**config.mk**
```make
export PLATFORM = sky130hd
export DESIGN_NAME = neo_fix_fetch
export DESIGN_NICKNAME = d
export VERILOG_FILES = /design/src/rtl/neo_video_pkg.sv /design/src/rtl/neo_fix_fifo.sv /design/src/rtl/neo_fix_fetch.sv
export SDC_FILE = /design/constraint.sdc
export NUM_CORES = 1
export LEC_CHECK = 0
export CAP_MARGIN = 20
export CORE_MARGIN = 5
export CORE_UTILIZATION = 57
export CTS_BUF_LIST = sky130_fd_sc_hd__clkbuf_4
export DETAILED_ROUTE_END_ITERATION = 16
export PLACE_DENSITY = 0.84
export SLEW_MARGIN = 25
export SYNTH_ARGS = -nofsm -noshare
export SYNTH_HDL_FRONTEND = slang
export SYNTH_SLANG_ARGS = --single-unit
```
**constraint.sdc**
```tcl
create_clock -name CLK -period 6.35 [get_ports CLK]
set_clock_uncertainty 0.1 [all_clocks]
set_input_delay 1.27 -clock CLK [delete_from_list [all_inputs] [get_ports CLK]]
set_output_delay 1.27 -clock CLK [all_outputs]
set_load 0.02 [all_outputs]
```
**src/rtl/neo_video_pkg.sv**
```systemverilog
// Shared fix-layer definitions: field widths, fetch FSM states, S ROM address builder.
package neo_video_pkg;

  localparam int FIX_TILE_W  = 12;
  localparam int FIX_PAL_W   = 4;
  localparam int FIX_LINE_W  = 3;
  localparam int SROM_BANK_W = 2;
  localparam int SROM_ADDR_W = SROM_BANK_W + FIX_TILE_W + FIX_LINE_W + 2;

  typedef enum logic [1:0] {
    IDLE,
    ISSUE,
    DRAIN
  } fix_state_e;

  typedef struct packed {
    logic [FIX_PAL_W-1:0] pal;
    logic [31:0]          data;
  } fix_pix_t;

  // Each tile line is one 32-bit word; non-CMC carts only ever see bank 0.
  function automatic logic [SROM_ADDR_W-1:0] fix_srom_addr(
    input logic                   cmc_en,
    input logic [SROM_BANK_W-1:0] bank,
    input logic [FIX_TILE_W-1:0]  tile,
    input logic [FIX_LINE_W-1:0]  line
  );
    logic [SROM_BANK_W-1:0] eff_bank;
    eff_bank = cmc_en ? bank : '0;
    return {eff_bank, tile, line, 2'b00};
  endfunction

endpackage

```
**src/rtl/neo_fix_fifo.sv**
```systemverilog
// Synchronous FIFO with registered head; head is visible the cycle after a push into empty.
// No internal backpressure: the producer must check count, simultaneous push/pop on full is allowed.
module neo_fix_fifo #(
  parameter int DEPTH = 2,
  parameter int DW    = 36
) (
  input  logic                         CLK,
  input  logic                         RESET,
  input  logic                         flush,
  input  logic                         push,
  input  logic [DW-1:0]                push_dat,
  input  logic                         pop,
  output logic                         head_vld,
  output logic [DW-1:0]                head_dat,
  output logic [$clog2(DEPTH):0]       count
);

  localparam int PW = (DEPTH > 1) ? $clog2(DEPTH) : 1;
  localparam logic [$clog2(DEPTH):0] FULL_CNT = ($clog2(DEPTH) + 1)'(DEPTH);

  logic [DW-1:0]          mem [DEPTH];
  logic [PW-1:0]          rd_ptr;
  logic [PW-1:0]          wr_ptr;
  logic [PW-1:0]          rd_nxt;
  logic [$clog2(DEPTH):0] cnt_nxt;
  logic                   do_pop;

  assign do_pop = pop && head_vld;
  assign rd_nxt = do_pop ? rd_ptr + 1'b1 : rd_ptr;

  always_comb begin
    cnt_nxt = count;
    if (push && !do_pop)
      cnt_nxt = count + 1'b1;
    else if (!push && do_pop)
      cnt_nxt = count - 1'b1;
  end

  always_ff @(posedge CLK) begin
    if (RESET || flush) begin
      rd_ptr   <= '0;
      wr_ptr   <= '0;
      count    <= '0;
      head_vld <= 1'b0;
      head_dat <= '0;
    end else begin
      if (push) begin
        mem[wr_ptr] <= push_dat;
        wr_ptr      <= wr_ptr + 1'b1;
      end
      rd_ptr   <= rd_nxt;
      count    <= cnt_nxt;
      head_vld <= (cnt_nxt != '0);
      // The word landing in the next head slot is not in mem yet; bypass it.
      head_dat <= (push && (wr_ptr == rd_nxt)) ? push_dat : mem[rd_nxt];
    end
  end

  always_ff @(posedge CLK) begin
    if (!RESET && !flush)
      assert (!(push && !do_pop && (count == FULL_CNT)));
  end

endmodule

```
**src/rtl/neo_fix_fetch.sv**
```systemverilog
// Fix-layer S ROM tile-line fetcher: FIX_REQ to MEM_REQ in 2 cycles, pixel word visible 1 cycle after MEM_ACK.
// Holds one pending entry; stalls fetches while the pixel FIFO is full and drops (OVF) when the slot is taken.
module neo_fix_fetch
  import neo_video_pkg::*;
#(
  parameter int FIFO_DEPTH = 2,
  parameter int ADDR_W     = 19
) (
  input  logic                   CLK,
  input  logic                   RESET,
  input  logic                   CMC_EN,
  input  logic                   FIX_REQ,
  input  logic [FIX_TILE_W-1:0]  FIX_TILE,
  input  logic [FIX_PAL_W-1:0]   FIX_PAL,
  input  logic [FIX_LINE_W-1:0]  FIX_LINE,
  input  logic [SROM_BANK_W-1:0] FIX_BANK,
  input  logic                   LINE_START,
  output logic                   MEM_REQ,
  output logic [ADDR_W-1:0]      MEM_ADDR,
  input  logic                   MEM_ACK,
  input  logic [31:0]            MEM_DATA,
  output logic                   PIX_VALID,
  output logic [31:0]            PIX_DATA,
  output logic [FIX_PAL_W-1:0]   PIX_PAL,
  input  logic                   PIX_POP,
  output logic                   OVF
);

  localparam int CW = $clog2(FIFO_DEPTH) + 1;
  localparam logic [CW-1:0] FULL_CNT = CW'(FIFO_DEPTH);

  fix_state_e           state;
  fix_state_e           state_nxt;
  logic                 pend_vld;
  logic [ADDR_W-1:0]    pend_addr;
  logic [FIX_PAL_W-1:0] pend_pal;
  logic [FIX_PAL_W-1:0] req_pal;
  logic                 go_issue;
  logic                 slot_free;
  logic                 fifo_push;
  logic                 fifo_pop;
  logic [CW-1:0]        fifo_cnt;
  fix_pix_t             push_word;
  fix_pix_t             head_word;

  // Nothing is in flight while IDLE, so the current count alone decides room.
  assign go_issue  = (state == IDLE) && pend_vld && (fifo_cnt != FULL_CNT) && !LINE_START;
  assign slot_free = !pend_vld || go_issue || LINE_START;
  assign fifo_push = (state == ISSUE) && MEM_ACK && !LINE_START;
  assign fifo_pop  = PIX_POP && PIX_VALID;

  always_ff @(posedge CLK) begin
    if (RESET)
      state <= IDLE;
    else
      state <= state_nxt;
  end

  always_comb begin
    state_nxt = state;
    MEM_REQ   = 1'b0;
    case (state)
      IDLE: begin
        if (go_issue)
          state_nxt = ISSUE;
      end
      ISSUE: begin
        MEM_REQ = 1'b1;
        if (MEM_ACK)
          state_nxt = IDLE;
        else if (LINE_START)
          state_nxt = DRAIN;
      end
      DRAIN: begin
        MEM_REQ = 1'b1;
        if (MEM_ACK)
          state_nxt = IDLE;
      end
      default: state_nxt = IDLE;
    endcase
  end

  always_ff @(posedge CLK) begin
    if (RESET) begin
      pend_vld  <= 1'b0;
      pend_addr <= '0;
      pend_pal  <= '0;
      MEM_ADDR  <= '0;
      req_pal   <= '0;
      OVF       <= 1'b0;
    end else begin
      if (go_issue) begin
        MEM_ADDR <= pend_addr;
        req_pal  <= pend_pal;
      end
      if (FIX_REQ && slot_free) begin
        pend_vld  <= 1'b1;
        pend_addr <= ADDR_W'(fix_srom_addr(CMC_EN, FIX_BANK, FIX_TILE, FIX_LINE));
        pend_pal  <= FIX_PAL;
      end else if (go_issue || LINE_START) begin
        pend_vld <= 1'b0;
      end
      if (LINE_START)
        OVF <= 1'b0;
      else if (FIX_REQ && !slot_free)
        OVF <= 1'b1;
    end
  end

  assign push_word = '{pal: req_pal, data: MEM_DATA};

  neo_fix_fifo #(
    .DEPTH (FIFO_DEPTH),
    .DW    ($bits(fix_pix_t))
  ) u_fifo (
    .CLK      (CLK),
    .RESET    (RESET),
    .flush    (LINE_START),
    .push     (fifo_push),
    .push_dat (push_word),
    .pop      (fifo_pop),
    .head_vld (PIX_VALID),
    .head_dat (head_word),
    .count    (fifo_cnt)
  );

  assign PIX_DATA = head_word.data;
  assign PIX_PAL  = head_word.pal;

endmodule

```
Word level (Yosys, flattened, before mapping)
Memories as Yosys holds them, arrays and structs flattened. A register that Yosys moved wholly into a read port is not among the register bits.
Cells that the tools add are included.
{"block": "classes", "n_addsub": 4, "reduce_logical": 26, "muxes": 15, "n_eq_ne": 6}
{"cell": "2-bit two-way mux", "count": 7}
{"cell": "1-bit logical AND", "count": 11}
{"cell": "1-bit two-way mux", "count": 7}
{"cell": "2-bit inequality test (second input constant)", "count": 3}
{"cell": "2-bit one-hot mux with 3 select lines", "count": 1}
{"cell": "1-bit logical NOT", "count": 5}
{"cell": "1-bit logical OR", "count": 4}
{"cell": "2-bit nonzero test", "count": 2}
{"cell": "2-bit OR reduction", "count": 2}
{"cell": "3-bit inequality test (second input constant)", "count": 1}
{"cell": "3-bit AND reduction", "count": 1}
{"cell": "1-bit adder (second input constant)", "count": 2}
{"cell": "2-bit by 1-bit adder with 2-bit output (second input constant)", "count": 1}
{"cell": "2-bit by 1-bit == test with 1-bit output (second input constant)", "count": 1}
{"cell": "2-bit == test (second input constant)", "count": 1}
{"cell": "2-bit logical NOT", "count": 1}
{"cell": "2-bit by 1-bit subtractor with 2-bit output (second input constant)", "count": 1}
{"block": "word_totals", "word_cells": 63, "reg_bits": 51, "memories": 1, "mem_bits_rw": 72, "out_inout_bits": 58, "input_bits": 60}
{"name": "u_fifo.mem", "depth": 2, "word_bits": 36, "rd": 1, "rd_clocked_by_memory_dff": 1, "wr": 1, "line": "neo_fix_fifo.sv:21", "text": "logic [DW-1:0] mem [DEPTH];"}

Depth between registers and ports, before layout
{"block": "logic_depth", "word_depth": 8, "ltp_mapped": 8, "mapped_depth_nobuf": 6}

By module
From an unflattened synthesis, not the netlist that was laid out.
{"block": "unflattened", "cells_unflattened": 526, "area_unflattened_um2": 5952.0}
{"module": "neo_fix_fifo", "n_inst": 1, "seq_area_each_um2": 2982.9, "cells_per_inst": 306, "area_per_inst_um2": 4047.6}
{"module": "neo_fix_fetch", "n_inst": 1, "seq_area_each_um2": 920.9, "cells_per_inst": 220, "area_per_inst_um2": 1904.3}

Worst setup path after synthesis
No wires, ideal clock.
{"block": "synth_timing", "kind": "input port to flip-flop", "start": "in LINE_START", "end": "mem u_fifo.mem[0][0], enable pin", "path_stages": 5, "slack_ns": 2.321, "required_time_ns": 5.821, "path_buffers": 2, "setup_time_ns": 0.429, "arrival_time_ns": 3.500, "path_cell_list": "nor2b_1 > nand3b_1 > clkbuf_1 > clkbuf_1 > nor2_1"}
{"block": "synth_via", "elab_chain_len": 5, "word_cells_on_any_way": 6, "cone_classes": "mux (3); reduce/logical (3)"}
{"element": "from (decl)", "line": "neo_fix_fetch.sv:17", "text": "input logic LINE_START,"}
{"element": "1-bit logical NOT"}
{"element": "1-bit logical AND", "line": "neo_fix_fetch.sv:49", "text": "assign fifo_push = (state == ISSUE) && MEM_ACK && !LINE_START;"}
{"element": "1-bit two-way mux", "line": "neo_fix_fifo.sv:47", "text": "if (push) begin"}
{"element": "1-bit two-way mux (*)", "line": "neo_fix_fifo.sv:40", "text": "if (RESET || flush) begin"}
{"element": "1-bit two-way mux (not written as such) (*)", "line": "neo_fix_fifo.sv:48", "text": "mem[wr_ptr] <= push_dat;"}
{"element": "to (decl)", "line": "neo_fix_fifo.sv:21"}
Every way passes the cells marked *; elsewhere a longest branch is shown, timed or not.

Worst setup path after layout
{"block": "layout_timing", "start": "in LINE_START", "end": "reg state[1]"}
{"block": "layout_via", "elab_chain_len": 4, "word_cells_on_any_way": 5, "cone_classes": "eq/ne (2); reduce/logical (3)"}
{"element": "1-bit logical NOT"}
{"element": "1-bit logical AND", "line": "neo_fix_fetch.sv:47", "text": "assign go_issue = (state == IDLE) && pend_vld && (fifo_cnt != FULL_CNT) && !LINE_START;"}
{"element": "2-bit inequality test (no line)"}
{"element": "3-bit AND reduction (no line) (*)"}
{"element": "to (signal assigned)", "line": "neo_fix_fetch.sv:56", "text": "state <= state_nxt;"}
{"element": "to (decl)", "line": "neo_fix_fetch.sv:32", "text": "fix_state_e state;"}
Marks and branches as above.
A chain may end at the register's enable or synchronous reset.

==> flow_metrics.env <==
export IMPL_status="completed"
export IMPL_post_cts_setup_buffers=0
export IMPL_finalHoldViolCount=0
export IMPL_avgRoutedWirePerCell_um=17.3
export IMPL_clk_path_buf_depth=2
export IMPL_synth_cell_types=36
export IMPL_finalNetCount=636
export IMPL_rsz0062_at_grt="no"
export IMPL_synth_cells=461
export IMPL_drc=0
export IMPL_grt_pass1_vias=4002
export IMPL_drt_iter0_markers=173
export IMPL_path_clk_slew_ns=0.11
export IMPL_layout_common_cells="115 x clkdlybuf4s50_1, 87 x dfxtp_1, 72 x edfxtp_1"
export IMPL_core_rowCount=37
export IMPL_die_h_um=112
export IMPL_dpl_cell_count=687
export IMPL_coreArea_um2=10300
export IMPL_synth_edf_count=72
export IMPL_dpl_hpwl_um=8010
export IMPL_relSlewSlack_pct=36.8
export IMPL_ir_drop_mv=0.135
export IMPL_grt_pass1_wl_um=20000
export IMPL_grt_max_degree=47
export IMPL_setup_viol=0
export IMPL_crit_path_end_kind="flop"
export IMPL_final_common_cell="clkdlybuf4s50_1"
export IMPL_path_class="in2reg"
export IMPL_cts_root_buf="clkbuf_4"
export IMPL_crit_chain="clkdlybuf4s50_1 -> nand4bb_1 -> and2_1 -> or4b_2 -> a21oi_1"
export IMPL_synthArstFlopShare_pct=0
export IMPL_setup_tns_final_ns=0
export IMPL_grtUsageTotal_pct=19.9
export IMPL_cts_htree_levels=4
export IMPL_synth_compound_area_share_pct=10.3
export IMPL_dr_pass1_iters=5
export IMPL_ys_flop_type="dfxtp_1"
export IMPL_cts_resized=0
export IMPL_rr_worst_depth=6
export IMPL_layout_drive_gt1_share_pct=13.7
export IMPL_syn_area_um2=5980
export IMPL_whs_path_depth=2
export IMPL_cpPeakStageDelay_ns=0.84
export IMPL_max_freq_mhz=283
export IMPL_cp_slowest_cell="nand4bb_1"
export IMPL_max_cap_violations=0
export IMPL_synthMuxAreaShare_pct=9.37
export IMPL_insertion_delay_ns=0.51
export IMPL_cp_arrival_ns=3.87
export IMPL_fin_crit_ns=3.53
export IMPL_initial_core_util_pct=58.2
export IMPL_io_pins=118
export IMPL_routed_wl_um=12500
export IMPL_p_leak_nw=2.80
export IMPL_period_share_pct=55.6
export IMPL_area_growth_pct=26.0
export IMPL_synth_warnings=0
export IMPL_startpoint_type="input pin"
export IMPL_tritoncts="yes"
export IMPL_power_density_nw_per_um2=259
export IMPL_worst_pin_slew_ns=0.943
export IMPL_synth_seq_cells=159
export IMPL_io_buffers=115
export IMPL_overflow=0
export IMPL_cts_sinks=159
export IMPL_gp_congestion=0.774
export IMPL_synth_simple_area_share_pct=9.52
export IMPL_dieWidth_um=112
export IMPL_synth_adder_area_share_pct=1.05
export IMPL_synth_top_family_by_area="compound AO/OA/AOI/OAI gates"
export IMPL_cp_max_fo=22
export IMPL_hold_class="reg2reg"
export IMPL_stdcell_count=720
export IMPL_slew_violations=0
export IMPL_synthXorXnorAreaFrac_pct=1.30
export IMPL_vias=3923
export IMPL_ant_nets=0
export IMPL_synth_avg_cell_area_um2=13.0
export IMPL_dieArea_um2=12600
export IMPL_cts_buffers=17
export IMPL_seq_area_frac_synth_pct=65.3
export IMPL_via_per_inst=5.45
export IMPL_insertedDiodeCount=0
export IMPL_antenna_found_initial=0
export IMPL_worstPathRequired_ns=6.69
export IMPL_ctsHoldBuffers=0
## metrics by stage
stage               hold slack (ns)  total power [mW]  cell area (µm²)  util (%)  worst slack, ns
detailed placement            0.345              1.40             7250      70.5             2.12
global route                  0.380              2.03             7530      73.3             2.72
floorplan                     0.332              1.29             5980         -             2.32
CTS                           0.362              1.96             7510      73.1             2.67
global placement              0.337              1.39             7190      70.0             2.20
finish                        0.360              1.95             7530      73.3             2.82
## layout make-up
cell class | instances | area [µm²]
sequential | 159 | 3900
fill | 740 | 2750
multi-input combinational | 266 | 1920
timing repair buffer | 123 | 1260
tap | 136 | 170
clock buffer | 19 | 143
clock inverter | 13 | 120
inverter | 4 | 15.0
## worst paths after layout
check                  startpoint         end  slack [ns]
setup / recovery       LINE_START    state[1]        2.82
hold / removal        pend_pal[2]  req_pal[2]        0.36
hold reg to reg       pend_pal[2]  req_pal[2]        0.36
setup reg to reg  u_fifo.count[0]    state[1]        3.36
## power by group
part	internal, mW	total, mW	leakage, nW	switching [mW]
combinational	0.118	0.255	1.28	0.138
sequential	1.10	1.12	1.37	0.0164
clock	0.238	0.572	0.154	0.334
total	1.46	1.95	2.80	0.488
## synthesized netlist by cell type, types with 4 or more instances
cell type | count | share of area, %
a211oi_1 | 7 | 0.88
buf_6 | 4 | 0.75
edfxtp_1 | 72 | 36
dfxtp_1 | 87 | 29
ha_1 | 5 | 1.0
nand2_1 | 47 | 3.0
nor3_1 | 36 | 3.0
inv_1 | 4 | 0.25
clkbuf_1 | 20 | 1.3
nor2_1 | 30 | 1.9
buf_2 | 6 | 0.50
a21oi_1 | 26 | 2.2
mux2i_1 | 56 | 9.4
a211oi_2 | 30 | 6.3
## flip-flops by register name, indices dropped and copies added (netlist names)
name	cells
pend_pal	4
u_fifo.head_vld	1
state	2
u_fifo.mem	72
pend_addr	17
OVF	1
req_pal	4
u_fifo.wr_ptr	1
MEM_ADDR	17
u_fifo.head_dat	36
u_fifo.count	2
pend_vld	1
u_fifo.rd_ptr	1
## routing by layer
layer / track usage [%] / part of all wire, %
met5: 0 / 0
met3: 7.12 / 7.2
met1: 25.1 / 42
met4: 6.01 / 1.4
met2: 32.4 / 49
## critical path: cells and delay by family
| family | cells | cell delay, ns |
|---|---|---|
| and+or+nand+nor | 3 | 1.99 |
| AOI/OAI and AO/OA | 1 | 0.16 |
| buffers and inverters | 1 | 0.46 |
## cells by family (layout without fill, tap and decap cells)
| group | after synthesis | count (layout) |
|---|---|---|
| flip-flops | 159 | 159 |
| multiplexers | 56 | 56 |
| adder cells (fa/ha/maj) | 5 | 5 |
| AO/OA/AOI/OAI | 71 | 71 |
| buffers and inverters | 37 | 159 |
| XOR/XNOR | 5 | 5 |
| other | 1 | 2 |
| AND/OR/NAND/NOR | 127 | 127 |
Power figures use the tool's default switching activity.
